--- config.mk ---
export PLATFORM = sky130hd
export DESIGN_NAME = rtc_calendar_counter
export DESIGN_NICKNAME = d
export VERILOG_FILES = /design/src/rtl/rtc_calendar_counter.sv
export SDC_FILE = /design/constraint.sdc
export NUM_CORES = 1
export LEC_CHECK = 0
export ABC_CLOCK_PERIOD_IN_PS = 3400
export BUFFER_PORTS_ARGS = -buffer_cell sky130_fd_sc_hd__buf_4
export CAP_MARGIN = 20
export CORE_MARGIN = 8
export CORE_UTILIZATION = 59
export CTS_BUF_LIST = sky130_fd_sc_hd__clkbuf_8
export DETAILED_ROUTE_END_ITERATION = 8
export GPL_TIMING_DRIVEN = 0
export PLACE_DENSITY = 0.84
export SYNTH_ARGS = -nofsm -noshare
export SYNTH_HDL_FRONTEND = slang
export SYNTH_SLANG_ARGS = --single-unit
--- constraint.sdc ---
create_clock -name clk -period 3.4 [get_ports clk]
set_clock_uncertainty 0.1 [all_clocks]
set_input_delay 0.34 -clock clk [delete_from_list [all_inputs] [get_ports clk]]
set_output_delay 0.34 -clock clk [all_outputs]
set_load 0.01 [all_outputs]
--- src/rtl/rtc_calendar_counter.sv ---
// rtl/rtc_calendar_counter.sv - BCD month/day/hour/minute/second calendar clock with validated load
module rtc_calendar_counter #(
    parameter int TICK_DIV = 50_000_000
) (
    input  logic        clk,
    input  logic        rstb,
    input  logic        set_time,
    input  logic [31:0] time_in,
    output logic [31:0] time_out,
    output logic [7:0]  sec_out,
    output logic        sec_tick,
    output logic        load_ok,
    output logic        load_err
);

    localparam int PW = (TICK_DIV > 2) ? $clog2(TICK_DIV) : 1;
    localparam logic [PW-1:0] PRESC_LAST = PW'(TICK_DIV - 1);

    logic [PW-1:0] presc;
    logic          set_q;
    logic [31:0]   tin_q;

    logic          terminal;
    logic          load_evt;
    logic          digits_ok;
    logic          time_valid;

    logic [3:0] mot, mou, dt, du, ht, hu, mt, mu, st, su;
    logic [3:0] n_mot, n_mou, n_dt, n_du, n_ht, n_hu, n_mt, n_mu, n_st, n_su;
    logic       c_min, c_hour, c_day, c_mon;

    // Days in month for a BCD month; no leap years, unknown months fall to 31
    function automatic logic [7:0] dim_of(input logic [7:0] month);
        case (month)
            8'h02:                      dim_of = 8'h28;
            8'h04, 8'h06, 8'h09, 8'h11: dim_of = 8'h30;
            default:                    dim_of = 8'h31;
        endcase
    endfunction

    assign terminal = (presc == PRESC_LAST);
    // New value while set_time is held also counts as a load, so every press is taken
    assign load_evt = set_time && (!set_q || (time_in != tin_q));

    // Range-check the presented value; byte compares are valid once every digit is decimal
    always_comb begin
        digits_ok = 1'b1;
        for (int i = 0; i < 8; i++) begin
            if (time_in[4*i +: 4] > 4'd9) digits_ok = 1'b0;
        end
        time_valid = digits_ok
                  && (time_in[31:24] >= 8'h01) && (time_in[31:24] <= 8'h12)
                  && (time_in[23:16] >= 8'h01) && (time_in[23:16] <= dim_of(time_in[31:24]))
                  && (time_in[15:8]  <= 8'h23)
                  && (time_in[7:0]   <= 8'h59);
    end

    // One-second increment with ripple carry through the whole calendar
    always_comb begin
        {mot, mou, dt, du, ht, hu, mt, mu} = time_out;
        {st, su} = sec_out;
        {n_mot, n_mou, n_dt, n_du, n_ht, n_hu, n_mt, n_mu} = time_out;
        {n_st, n_su} = sec_out;
        c_min  = 1'b0;
        c_hour = 1'b0;
        c_day  = 1'b0;
        c_mon  = 1'b0;

        if (su == 4'd9) begin
            n_su = 4'd0;
            if (st == 4'd5) begin
                n_st  = 4'd0;
                c_min = 1'b1;
            end else begin
                n_st = st + 4'd1;
            end
        end else begin
            n_su = su + 4'd1;
        end

        if (c_min) begin
            if (mu == 4'd9) begin
                n_mu = 4'd0;
                if (mt == 4'd5) begin
                    n_mt   = 4'd0;
                    c_hour = 1'b1;
                end else begin
                    n_mt = mt + 4'd1;
                end
            end else begin
                n_mu = mu + 4'd1;
            end
        end

        if (c_hour) begin
            if ({ht, hu} == 8'h23) begin
                n_ht  = 4'd0;
                n_hu  = 4'd0;
                c_day = 1'b1;
            end else if (hu == 4'd9) begin
                n_hu = 4'd0;
                n_ht = ht + 4'd1;
            end else begin
                n_hu = hu + 4'd1;
            end
        end

        if (c_day) begin
            if ({dt, du} == dim_of({mot, mou})) begin
                n_dt  = 4'd0;
                n_du  = 4'd1;
                c_mon = 1'b1;
            end else if (du == 4'd9) begin
                n_du = 4'd0;
                n_dt = dt + 4'd1;
            end else begin
                n_du = du + 4'd1;
            end
        end

        if (c_mon) begin
            if ({mot, mou} == 8'h12) begin
                n_mot = 4'd0;
                n_mou = 4'd1;
            end else if (mou == 4'd9) begin
                n_mot = 4'd1;
                n_mou = 4'd0;
            end else begin
                n_mou = mou + 4'd1;
            end
        end
    end

    // Prescaler, load handling and time update; a load in a tick cycle swallows the tick
    always_ff @(posedge clk) begin
        if (!rstb) begin
            presc    <= '0;
            set_q    <= 1'b0;
            tin_q    <= 32'h0;
            time_out <= 32'h0101_0000;
            sec_out  <= 8'h00;
            sec_tick <= 1'b0;
            load_ok  <= 1'b0;
            load_err <= 1'b0;
        end else begin
            set_q    <= set_time;
            tin_q    <= time_in;
            sec_tick <= 1'b0;
            load_ok  <= 1'b0;
            load_err <= 1'b0;
            presc    <= terminal ? '0 : presc + 1'b1;
            if (load_evt) begin
                if (time_valid) begin
                    time_out <= time_in;
                    sec_out  <= 8'h00;
                    presc    <= '0;
                    load_ok  <= 1'b1;
                end else begin
                    load_err <= 1'b1;
                end
            end else if (terminal) begin
                time_out <= {n_mot, n_mou, n_dt, n_du, n_ht, n_hu, n_mt, n_mu};
                sec_out  <= {n_st, n_su};
                sec_tick <= 1'b1;
            end
        end
    end

endmodule

==> results.toml <==
[outcome]
status = "finished clean"

[clock_tree]
cts_tree = "yes"
clkSlewWorstSetupHoldPaths_ps = 110
ctsResizeCount = 0
cts_made_buffers = 9
postCtsSetupBuffers = 0
cts-root-buf = "clkbuf_8"
cts_hold_buffers = 0
cts_max_path_buffers = 2
cts.sinks = 102
htree_levels = 3
insertion_delay_ps = 370

[synthesis]
async_flop_share_pct = 0
synth_area_um2 = 5410
syn_area_per_cell_um2 = 8.37
synth_mux_area_share_pct = 1.73
synth_cells = 646
synth_flop_cell = "dfxtp_1"
ys_types = 67
synth_compound_gate_area_share_pct = 15.9
synth_top_family_by_area = "simple AND/OR/NAND/NOR gates"
syn_nets = 692
ys_seq_elements = 102
synth_common_cells = "dfxtp_1, nor2_1, nand2_1, nand3_1, and2_1"
yosysWarnings = 0
yosysTopAreaCell = "dfxtp_1"
synth-edff-count = 0
yosys.area_share.adder_pct = 2.54
seq_area_frac_synth_pct = 37.8
synth-simple-area-share_pct = 27.5
post-synth-top-count-cell = "dfxtp_1"
yosysTopAreaCellShare_pct = 37.8
netlist_top_cells_area = "dfxtp_1, xor2_1, xnor2_1"
synth_xor_area_share_pct = 10.0

[setup_path]
crit_required_ps = 3580
start_kind = "flop"
critPathMaxFanout = 6
cp-end-kind = "flop"
setup.worst_path.class = "reg -> reg"
cp.arrival_ps = 3220

[sta]
worst_slew_pin_slew_ps = 875
slew_violations = 0
fin_setup_tns_ps = 0
hold_violations = 0
fin_crit_sh_pct = 89.6
finalSetupViolations = 0
fmax_mhz = 328
grt_setup_unrepaired = "false"
fin_crit_ps = 3050
fin_ws_ps = 354
slew_headroom_pct = 41.1

[floorplanning]
die_w_um = 112
std_cell_rows = 35
die_area_um2 = 12500
start_util_pct = 59.7
die_h_um = 112
io-pin-count = 78
core-area_um2 = 9060

[global_route]
grt_pass1_vias = 4960
grt_overflow = 0
antenna_found_initial = 0
grt_max_degree = 18
grt_pass1_wl_um = 24500
grt_usage_pct = 23.8

[detailed_routing]
antenna_left = 0
routedWlPerCell_um = 17.8
remaining_drc_errors = 0
via_per_inst = 6.14
wl_um = 15100
first_pass_iters = 5
route.vias.total = 5204
drt_iter0_drc = 419

[min_path]
hp-class = "in -> reg"

[placed_design]
gp_congestion = 0.934
post-dp-hpwl_um = 11200
portBuffers = 75
pre_cts_slack_ps = 176

[cells_and_area]
nets = 778
area_delta_synth_final_pct = 16.3
post_route_cells_drive_above_1_share_pct = 16.3
final_util_pct = 69.4
diodes = 0

[run]
cap_violations = 0

[power_and_ir_drop]
p_leak_nw = 2.41
vdd_drop_max_v = 0.000241
p_total_mw = 2.17
power_density_nw_per_um2 = 345
worst max-delay path: stages (launching register included):
cell and delay, ps:
dfxtp_1 500, nand4bb_4 170, or4_4 540, nor4b_2 470, nand3_1 260, mux2i_1 540
a21oi_1 140, a211oi_1 240
worst paths after layout:
check | from | to | slack (ps) | depth (start not counted)
worst max-delay path | sec_out[3] | time_out[21] | 350 | 7
worst min-delay path | time_in[31] | tin_q[31] | 90 | 2
worst max register to register | sec_out[3] | time_out[21] | 350 | 7
worst min register to register | presc[0] | presc[0] | 400 | 1
power breakdown:
part | internal [mW] | switching (mW) | leakage [nW] | total [mW]
sequential | 1.22 | 0.0123 | 0.832 | 1.23
combinational | 0.0838 | 0.119 | 1.49 | 0.203
clock | 0.292 | 0.442 | 0.0935 | 0.735
total | 1.59 | 0.574 | 2.41 | 2.17
metal layers:
layer  up-vias  part of all wire, %  GRT usage [%]
met1      2432                   43           31.2
met5         -                    0              0
met3        28                  9.2           6.17
met2       287                   46           37.4
li1       2457                    -              -
met4         0                  2.0           7.75
flip-flops by register name, indices dropped and copies added (netlist names):
register  cells
load_ok       1
set_q         1
time_out     32
load_err      1
tin_q        32
sec_tick      1
presc        26
sec_out       8
cell type report:
type | instances | area [µm²]
tap | 111 | 139
timing repair buffer | 75 | 563
buffer | 35 | 155
multi-input combinational | 486 | 3130
clock inverter | 6 | 43.8
fill | 758 | 2770
sequential | 102 | 2040
clock buffer | 10 | 138
inverter | 23 | 86.3
layout by cell type, fill, tap and decap left out, drive strengths merged, types with 3 or more instances in the layout:
cell type / Yosys / final
ha: 11 / 11
mux2i: 6 / 6
nand4: 11 / 11
nor3b: 4 / 4
a211o: 4 / 4
mux2: 3 / 3
nor3: 24 / 24
o21ai: 31 / 31
o221ai: 3 / 3
inv: 23 / 26
nand3: 39 / 39
and3: 14 / 14
nor2: 57 / 57
o211ai: 6 / 6
a221oi: 3 / 3
xor2: 34 / 34
o21a: 5 / 5
a21o: 4 / 4
a21oi: 34 / 34
or4: 5 / 5
nand3b: 4 / 4
buf: 14 / 89
dfxtp: 102 / 102
nand2: 41 / 41
and2: 35 / 35
or3: 5 / 5
o31ai: 5 / 5
a211oi: 15 / 15
nor4: 13 / 13
a22o: 3 / 3
xnor2: 28 / 28
nand2b: 7 / 7
nor2b: 3 / 3
clkbuf: 21 / 31
nor4b: 4 / 4
cell families (layout without fill, tap and decap cells):
logic type	count (synthesis)	after routing
mux	9	9
flops	102	102
buf+inv	58	149
fa+ha+maj	11	11
xor+xnor	62	62
simple gates	273	273
compound gates	131	131
per-stage QoR:
stage / cells / area [µm²] / hold slack (ps)
after CTS: 848 / 6290 / 84.4
after global placement: 832 / 6110 / 366
after detailed placement: 832 / 6110 / 393
after floorplan: 646 / 5410 / 342
after global routing: 848 / 6290 / 79.9
final: 848 / 6290 / 92.9
Power figures use the tool's default switching activity.
